<file path="config.mk">
export PLATFORM = sky130hd
export DESIGN_NAME = store_buffer_flat
export DESIGN_NICKNAME = d
export VERILOG_FILES = /design/src/rtl/store_buffer_pkg.sv /design/src/rtl/store_buffer_if.sv /design/src/rtl/store_buffer_sb_forward.sv /design/src/rtl/store_buffer.sv /design/src/flat_wrapper.sv
export SDC_FILE = /design/constraint.sdc
export NUM_CORES = 1
export LEC_CHECK = 0
export BUFFER_PORTS_ARGS = -buffer_cell sky130_fd_sc_hd__clkbuf_2
export CAP_MARGIN = 0
export CORE_MARGIN = 5
export CORE_UTILIZATION = 29
export DETAILED_ROUTE_END_ITERATION = 12
export SYNTH_ARGS = -nofsm -noshare
export SYNTH_HDL_FRONTEND = slang
export SYNTH_HIERARCHICAL = 1
export SYNTH_SLANG_ARGS = --single-unit
</file>
<file path="constraint.sdc">
create_clock -name clk -period 6.9 [get_ports clk]
set_input_delay 0.69 -clock clk [delete_from_list [all_inputs] [get_ports clk]]
set_output_delay 0.69 -clock clk [all_outputs]
set_load 0.02 [all_outputs]
</file>
<file path="src/rtl/store_buffer_pkg.sv">
// Shared constants for the posted-write store buffer: default geometry and
// the word-offset used when comparing word-aligned addresses.
package store_buffer_pkg;

    localparam int SB_DEPTH = 4;   // FIFO entries, power of two, >= 2
    localparam int SB_AW    = 32;  // address width
    localparam int SB_DW    = 32;  // data width
    localparam int WORD_OFS = 2;   // byte-offset bits ignored by address compare

endpackage

</file>
<file path="src/rtl/store_buffer_if.sv">
// Memory-side bus of the store buffer: a back-pressured write port and an
// asynchronous read port. The buffer is the master; data memory is the slave.
interface store_buffer_if #(
    parameter int AW = 32,
    parameter int DW = 32
);

    logic          mem_we;
    logic [AW-1:0] mem_waddr;
    logic [DW-1:0] mem_wdata;
    logic          mem_ready;
    logic [AW-1:0] mem_raddr;
    logic [DW-1:0] mem_rdata;

    modport master (
        output mem_we, mem_waddr, mem_wdata, mem_raddr,
        input  mem_ready, mem_rdata
    );

    modport slave (
        input  mem_we, mem_waddr, mem_wdata, mem_raddr,
        output mem_ready, mem_rdata
    );

endinterface

</file>
<file path="src/rtl/store_buffer_sb_forward.sv">
// Youngest-match store-to-load forwarding search over the buffered stores.
// Entries are visited from the oldest slot position (tail) to the youngest
// (tail-1); a later hit overrides an earlier one, so the youngest match wins.
module sb_forward
    import store_buffer_pkg::*;
#(
    parameter int DEPTH = SB_DEPTH,
    parameter int AW    = SB_AW,
    parameter int DW    = SB_DW,
    parameter int PW    = $clog2(DEPTH)
) (
    input  logic [DEPTH-1:0]    valid,
    input  logic [AW-1:WORD_OFS] entry_addr [DEPTH],
    input  logic [DW-1:0]       entry_data [DEPTH],
    input  logic [PW-1:0]       tail,
    input  logic [AW-1:WORD_OFS] ALUReal,
    output logic                hit,
    output logic [DW-1:0]       data
);

    // Priority scan, oldest to youngest, last matching entry wins.
    always_comb begin
        // NOTE: every output gets a default before the loop so no path leaves
        // it unassigned, which would otherwise infer a latch.
        hit  = 1'b0;
        data = '0;
        for (int k = 0; k < DEPTH; k++) begin
            logic [PW-1:0] idx;
            idx = tail + PW'(k);
            if (valid[idx] && (entry_addr[idx] == ALUReal)) begin
                hit  = 1'b1;
                data = entry_data[idx];
            end
        end
    end

endmodule

</file>
<file path="src/rtl/store_buffer.sv">
// Posted-write store buffer between a single-cycle core and data memory.
// Stores are accepted in one cycle into a DEPTH-entry FIFO and drained in
// program order to a back-pressured memory write port. Loads see the youngest
// buffered store to the same word, falling back to memory read data.
module store_buffer
    import store_buffer_pkg::*;
#(
    parameter int DEPTH = SB_DEPTH,
    parameter int AW    = SB_AW,
    parameter int DW    = SB_DW
) (
    input  logic          clk,
    input  logic          reset,
    input  logic          MemWrite,
    input  logic [AW-1:0] ALUReal,
    input  logic [DW-1:0] WriteData,
    output logic [DW-1:0] ReadData,
    output logic          Stall,
    output logic          Empty,
    store_buffer_if.master mem
);

    localparam int            PW         = $clog2(DEPTH);
    localparam logic [PW:0]   FULL_COUNT = (PW+1)'(DEPTH);
    localparam logic [PW:0]   COUNT_ONE  = (PW+1)'(1);
    localparam logic [PW-1:0] PTR_ONE    = PW'(1);

    logic [AW-1:0]        addr_q [DEPTH];
    logic [DW-1:0]        data_q [DEPTH];
    logic [DEPTH-1:0]     valid_q;
    logic [PW-1:0]        head_q;
    logic [PW-1:0]        tail_q;
    logic [PW:0]          count_q;

    logic                 drain;
    logic                 enq;
    logic                 full;
    logic [AW-1:WORD_OFS] word_addr [DEPTH];
    logic                 fwd_hit;
    logic [DW-1:0]        fwd_data;

    // Memory write port always presents the head entry while anything is pending.
    assign mem.mem_we    = (count_q != '0);
    assign mem.mem_waddr = addr_q[head_q];
    assign mem.mem_wdata = data_q[head_q];
    assign mem.mem_raddr = ALUReal;

    // A full buffer still accepts a store in the cycle its head drains.
    assign drain = mem.mem_we & mem.mem_ready;
    assign full  = (count_q == FULL_COUNT);
    assign Stall = MemWrite & full & ~drain;
    assign enq   = MemWrite & ~Stall;
    assign Empty = (count_q == '0);

    assign ReadData = fwd_hit ? fwd_data : mem.mem_rdata;

    // Word-granular view of the stored addresses for the forwarding compare.
    always_comb begin
        for (int i = 0; i < DEPTH; i++) begin
            word_addr[i] = addr_q[i][AW-1:WORD_OFS];
        end
    end

    sb_forward #(
        .DEPTH (DEPTH),
        .AW    (AW),
        .DW    (DW),
        .PW    (PW)
    ) u_forward (
        .valid      (valid_q),
        .entry_addr (word_addr),
        .entry_data (data_q),
        .tail       (tail_q),
        .ALUReal    (ALUReal[AW-1:WORD_OFS]),
        .hit        (fwd_hit),
        .data       (fwd_data)
    );

    // Entry payload capture at the tail slot.
    always_ff @(posedge clk) begin
        // NOTE: the payload array has no reset; valid bits and count alone
        // decide whether a slot is meaningful, so stale payload is harmless.
        if (enq) begin
            addr_q[tail_q] <= ALUReal;
            data_q[tail_q] <= WriteData;
        end
    end

    // Pointer, occupancy and valid-bit bookkeeping.
    always_ff @(posedge clk) begin
        // NOTE: non-blocking assignments throughout, so every update here sees
        // the pre-edge state regardless of statement order.
        if (reset) begin
            head_q  <= '0;
            tail_q  <= '0;
            count_q <= '0;
            valid_q <= '0;
        end else begin
            // Clear first so a full-buffer enqueue into the freed head slot wins.
            if (drain) begin
                valid_q[head_q] <= 1'b0;
                head_q          <= head_q + PTR_ONE;
            end
            if (enq) begin
                valid_q[tail_q] <= 1'b1;
                tail_q          <= tail_q + PTR_ONE;
            end
            case ({enq, drain})
                2'b10:   count_q <= count_q + COUNT_ONE;
                2'b01:   count_q <= count_q - COUNT_ONE;
                default: count_q <= count_q;
            endcase
        end
    end

endmodule

</file>
<file path="src/flat_wrapper.sv">
// flat-port wrapper written by rule: the top's interface ports become plain ports
module store_buffer_flat import store_buffer_pkg::*;
#(
    parameter int DEPTH = SB_DEPTH,
    parameter int AW    = SB_AW,
    parameter int DW    = SB_DW
)
  (clk, reset, MemWrite, ALUReal, WriteData, ReadData, Stall, Empty, mem_mem_we, mem_mem_waddr, mem_mem_wdata, mem_mem_raddr, mem_mem_ready, mem_mem_rdata);
  store_buffer_if #(.AW(AW), .DW(DW)) mem_i ();
  input  logic clk;
  input  logic reset;
  input  logic MemWrite;
  input  logic [AW-1:0] ALUReal;
  input  logic [DW-1:0] WriteData;
  output logic [DW-1:0] ReadData;
  output logic Stall;
  output logic Empty;
  output wire logic [$bits(mem_i.mem_we)-1:0] mem_mem_we;
  output wire logic [$bits(mem_i.mem_waddr)-1:0] mem_mem_waddr;
  output wire logic [$bits(mem_i.mem_wdata)-1:0] mem_mem_wdata;
  output wire logic [$bits(mem_i.mem_raddr)-1:0] mem_mem_raddr;
  input wire logic [$bits(mem_i.mem_ready)-1:0] mem_mem_ready;
  input wire logic [$bits(mem_i.mem_rdata)-1:0] mem_mem_rdata;
  assign mem_mem_we = mem_i.mem_we;
  assign mem_mem_waddr = mem_i.mem_waddr;
  assign mem_mem_wdata = mem_i.mem_wdata;
  assign mem_mem_raddr = mem_i.mem_raddr;
  assign mem_i.mem_ready = mem_mem_ready;
  assign mem_i.mem_rdata = mem_mem_rdata;
  store_buffer #(.DEPTH(DEPTH), .AW(AW), .DW(DW)) u_core (.clk(clk), .reset(reset), .MemWrite(MemWrite), .ALUReal(ALUReal), .WriteData(WriteData), .ReadData(ReadData), .Stall(Stall), .Empty(Empty), .mem(mem_i));
endmodule
</file>
==> impl_metrics.py <==
metrics = {
    "status": {
        "status": "finished clean",
    },
    "synth": {
        "synthTopCellsByArea": "edfxtp_1, mux4_2, mux2i_1",
        "syn-num-nets": 1550,
        "yosysWarnings": 6,
        "synth_common_cells": "edfxtp_1, mux2i_1, mux2_2, mux4_2, xnor2_1",
        "synth_edf_count": 256,
        "yosysTopAreaCell": "edfxtp_1",
        "avgSynthCellArea_um2": 13.16,
        "synth_cell_types": 71,
        "yosysMostFrequentCell": "edfxtp_1",
        "synth_cells": 1441,
        "syn_area_mm2": 0.01896,
        "yosys_register_bits": 269,
        "synth_seq_area_share_pct": 41.92,
        "ys.flop_type": "edfxtp_1",
        "synthArstFlopShare_pct": 0,
        "yosysTopAreaCellShare_pct": 40.55,
    },
    "critical_path": {
        "endpoint_kind": "primary output",
        "worst_setup_path_start_kind": "flip-flop",
        "worstSetupPathType": "reg -> out",
        "regToRegSetupSlack_ns": 2.66,
        "crit_arrival_ns": 5.79,
        "cp_max_fo": 47,
        "required_ns": 6.21,
    },
    "place": {
        "dp_cells": 2388,
        "dp_hpwl_um": 41080,
        "routabilityCongestion": 0.9604,
        "port_buffers": 230,
    },
    "final_layout": {
        "area_growth_pct": 14.04,
        "finalNetCount": 1678,
        "multi_input_area_mm2": 0.009936,
        "regArea_mm2": 0.007960,
        "fillers": 6293,
        "drive_gt1_share_pct": 37.62,
        "finalNonFillerCells": 2453,
    },
    "global_route": {
        "grt.met2_usage_pct": 26.38,
        "antenna_found_initial": 4,
        "grt_pass1_wl_um": 88680,
        "use_met3_pct": 2.988,
        "grtUsageTotal_pct": 16.19,
        "grt_max_degree": 76,
        "gr-total-overflow": 0,
        "top_usage_layer": "met2",
        "grt_pass1_vias": 13750,
        "gr-usage-met1_pct": 21.49,
    },
    "clock_network": {
        "cts_resized": 0,
        "cts_buffer_depth": 3,
        "clkLatencyLatePin_ns": 0.54,
        "cts_setup_buffers": 0,
        "cts.clk_slew.worst_paths_ns": 0.06,
        "cts_buffers": 34,
        "clock-sinks": 269,
        "htreeDepth": 2,
        "cts-root-buf": "clkbuf_16",
        "cts_hold_buf": 0,
        "cts_tree": "done",
    },
    "routing": {
        "finalWirelength_um": 59500,
        "ant_nets": 0,
        "wire_per_inst_um": 24.26,
        "num_vias": 13420,
        "first_iter_violations": 957,
        "firstDrtPassIters": 6,
        "drc": 0,
        "viasPerCell": 5.469,
    },
    "pwr": {
        "ir_drop_mv": 0.1369,
        "p_leak_nw": 7.603,
        "powerDensity_mw_per_mm2": 232.3,
        "p_total_mw": 5.023,
    },
    "timing": {
        "fin_crit_ns": 6.481,
        "setup-tns-final_ns": 0,
        "fin_crit_sh_pct": 93.93,
        "max_freq_ghz": 0.1543,
        "rsz0062_at_grt": "no",
        "worst_slew_pin_slew_ns": 1.064,
        "fin_skew_ns": 0.02108,
        "holdWs_ns": 0.3638,
        "setup_viol": 0,
        "finalHoldViolCount": 0,
        "slew_viol_final": 0,
        "relSlewSlack_pct": 29.09,
    },
    "floorplan": {
        "die_y_um": 265.7,
        "die_x_um": 265.7,
        "start_util_pct": 29.36,
        "die_area_mm2": 0.07059,
        "core-area_mm2": 0.06458,
        "placement_rows": 93,
        "ios": 231,
    },
    "hold_path": {
        "min_path_type": "in -> reg",
    },
    "flow_run": {
        "drv_cap": 0,
    },
}
==> per-layer routing <==
metal | up-vias | wire length (µm)
li1 | 5983 | -
met2 | 460 | 28450
met4 | 2 | 2280
met1 | 6861 | 25290
met3 | 109 | 3471
met5 | - | 7
==> sequential cells by signal, indices dropped and copies added, names as in the netlist, named ones only <==
register,count
u_core/count_q,3
u_core/addr_q,128
u_core/valid_q,4
u_core/head_q,2
u_core/data_q,128
u_core/tail_q,2
==> cells by family after synthesis <==
kind of cell,synth area share [%]
mux,32.31
xor+xnor,5.128
buf+inv,5.762
simple gates,4.600
fa+ha+maj,0.6336
flops,41.92
compound gates,9.649
==> final cells by class <==
| type | count | share of cell area, % |
|---|---|---|
| repair buffers | 255 | 6.366 |
| clock inverters | 19 | 0.9260 |
| diodes | 3 | 0.03472 |
| inverters | 28 | 0.5151 |
| clock buffers | 43 | 4.433 |
| well taps | 855 | 4.948 |
| multi-input cells | 981 | 45.96 |
| flip-flops and latches | 269 | 36.82 |
==> path summary, 6_finish.rpt <==
kind	from	end	cells after the start
max	u_core/tail_q[1]$_SDFFE_PP0P_	ReadData[9]	14
min	WriteData[17]	u_core/data_q[113]$_DFFE_PP_	1
max reg2reg	u_core/tail_q[0]$_SDFFE_PP0P_	u_core/data_q[40]$_DFFE_PP_	7
min reg2reg	u_core/valid_q[1]$_SDFF_PP0_	u_core/valid_q[1]$_SDFF_PP0_	2
==> worst max-delay path, cell delays in order (launching register included) <==
cell and delay [ns]:
dfxtp_4 0.83, buf_12 0.36, buf_4 0.25, mux4_2 0.36, xnor2_1 0.20, nand4_1 0.18, nor4_1 0.59, and4b_1 0.53
nand2_4 0.47, buf_4 0.43, mux2i_1 0.20, mux2i_1 0.09, a22o_1 0.26, mux2_2 0.27, clkbuf_2 0.16
==> where the power goes <==
part	internal [mW]	total (mW)	switching, mW
combinational	0.511	1.21	0.703
clock	1.13	1.85	0.717
sequential	1.87	1.96	0.0841
total	3.52	5.02	1.50
==> metrics by stage <==
stage	utilization, %	area (µm²)	setup slack [ns]
floorplan	-	18960	2.724
global placement	31.67	20450	1.158
detailed placement	31.67	20450	1.088
CTS	33.47	21610	0.4982
global route	33.47	21620	0.3015
finish	33.48	21620	0.4190
==> cell usage in the layout (no fill, tap or decap), types with 6 or more instances in the layout <==
| cell | synthesis | final |
|---|---|---|
| mux4_2 | 92 | 92 |
| dfxtp_1 | 13 | 7 |
| o21ai_0 | 18 | 18 |
| o211ai_1 | 9 | 9 |
| nand4_1 | 13 | 13 |
| clkinv_2 | 0 | 11 |
| xor2_1 | 30 | 30 |
| nand3_2 | 6 | 6 |
| edfxtp_1 | 256 | 256 |
| a22o_1 | 31 | 31 |
| buf_4 | 44 | 22 |
| ha_1 | 8 | 8 |
| nand3_1 | 9 | 9 |
| mux2_2 | 166 | 166 |
| a221o_1 | 64 | 64 |
| clkbuf_16 | 0 | 37 |
| nand2_1 | 36 | 35 |
| inv_1 | 28 | 23 |
| a211oi_1 | 14 | 14 |
| nor2b_1 | 14 | 13 |
| nor3_1 | 6 | 6 |
| a21oi_1 | 36 | 36 |
| a22oi_1 | 7 | 7 |
| xnor2_1 | 81 | 81 |
| o22ai_1 | 13 | 13 |
| nor2_1 | 32 | 32 |
| mux2i_1 | 203 | 203 |
| o2111ai_1 | 6 | 6 |
| nor4_1 | 17 | 17 |
| clkbuf_2 | 1 | 230 |
Power figures use the tool's default switching activity.
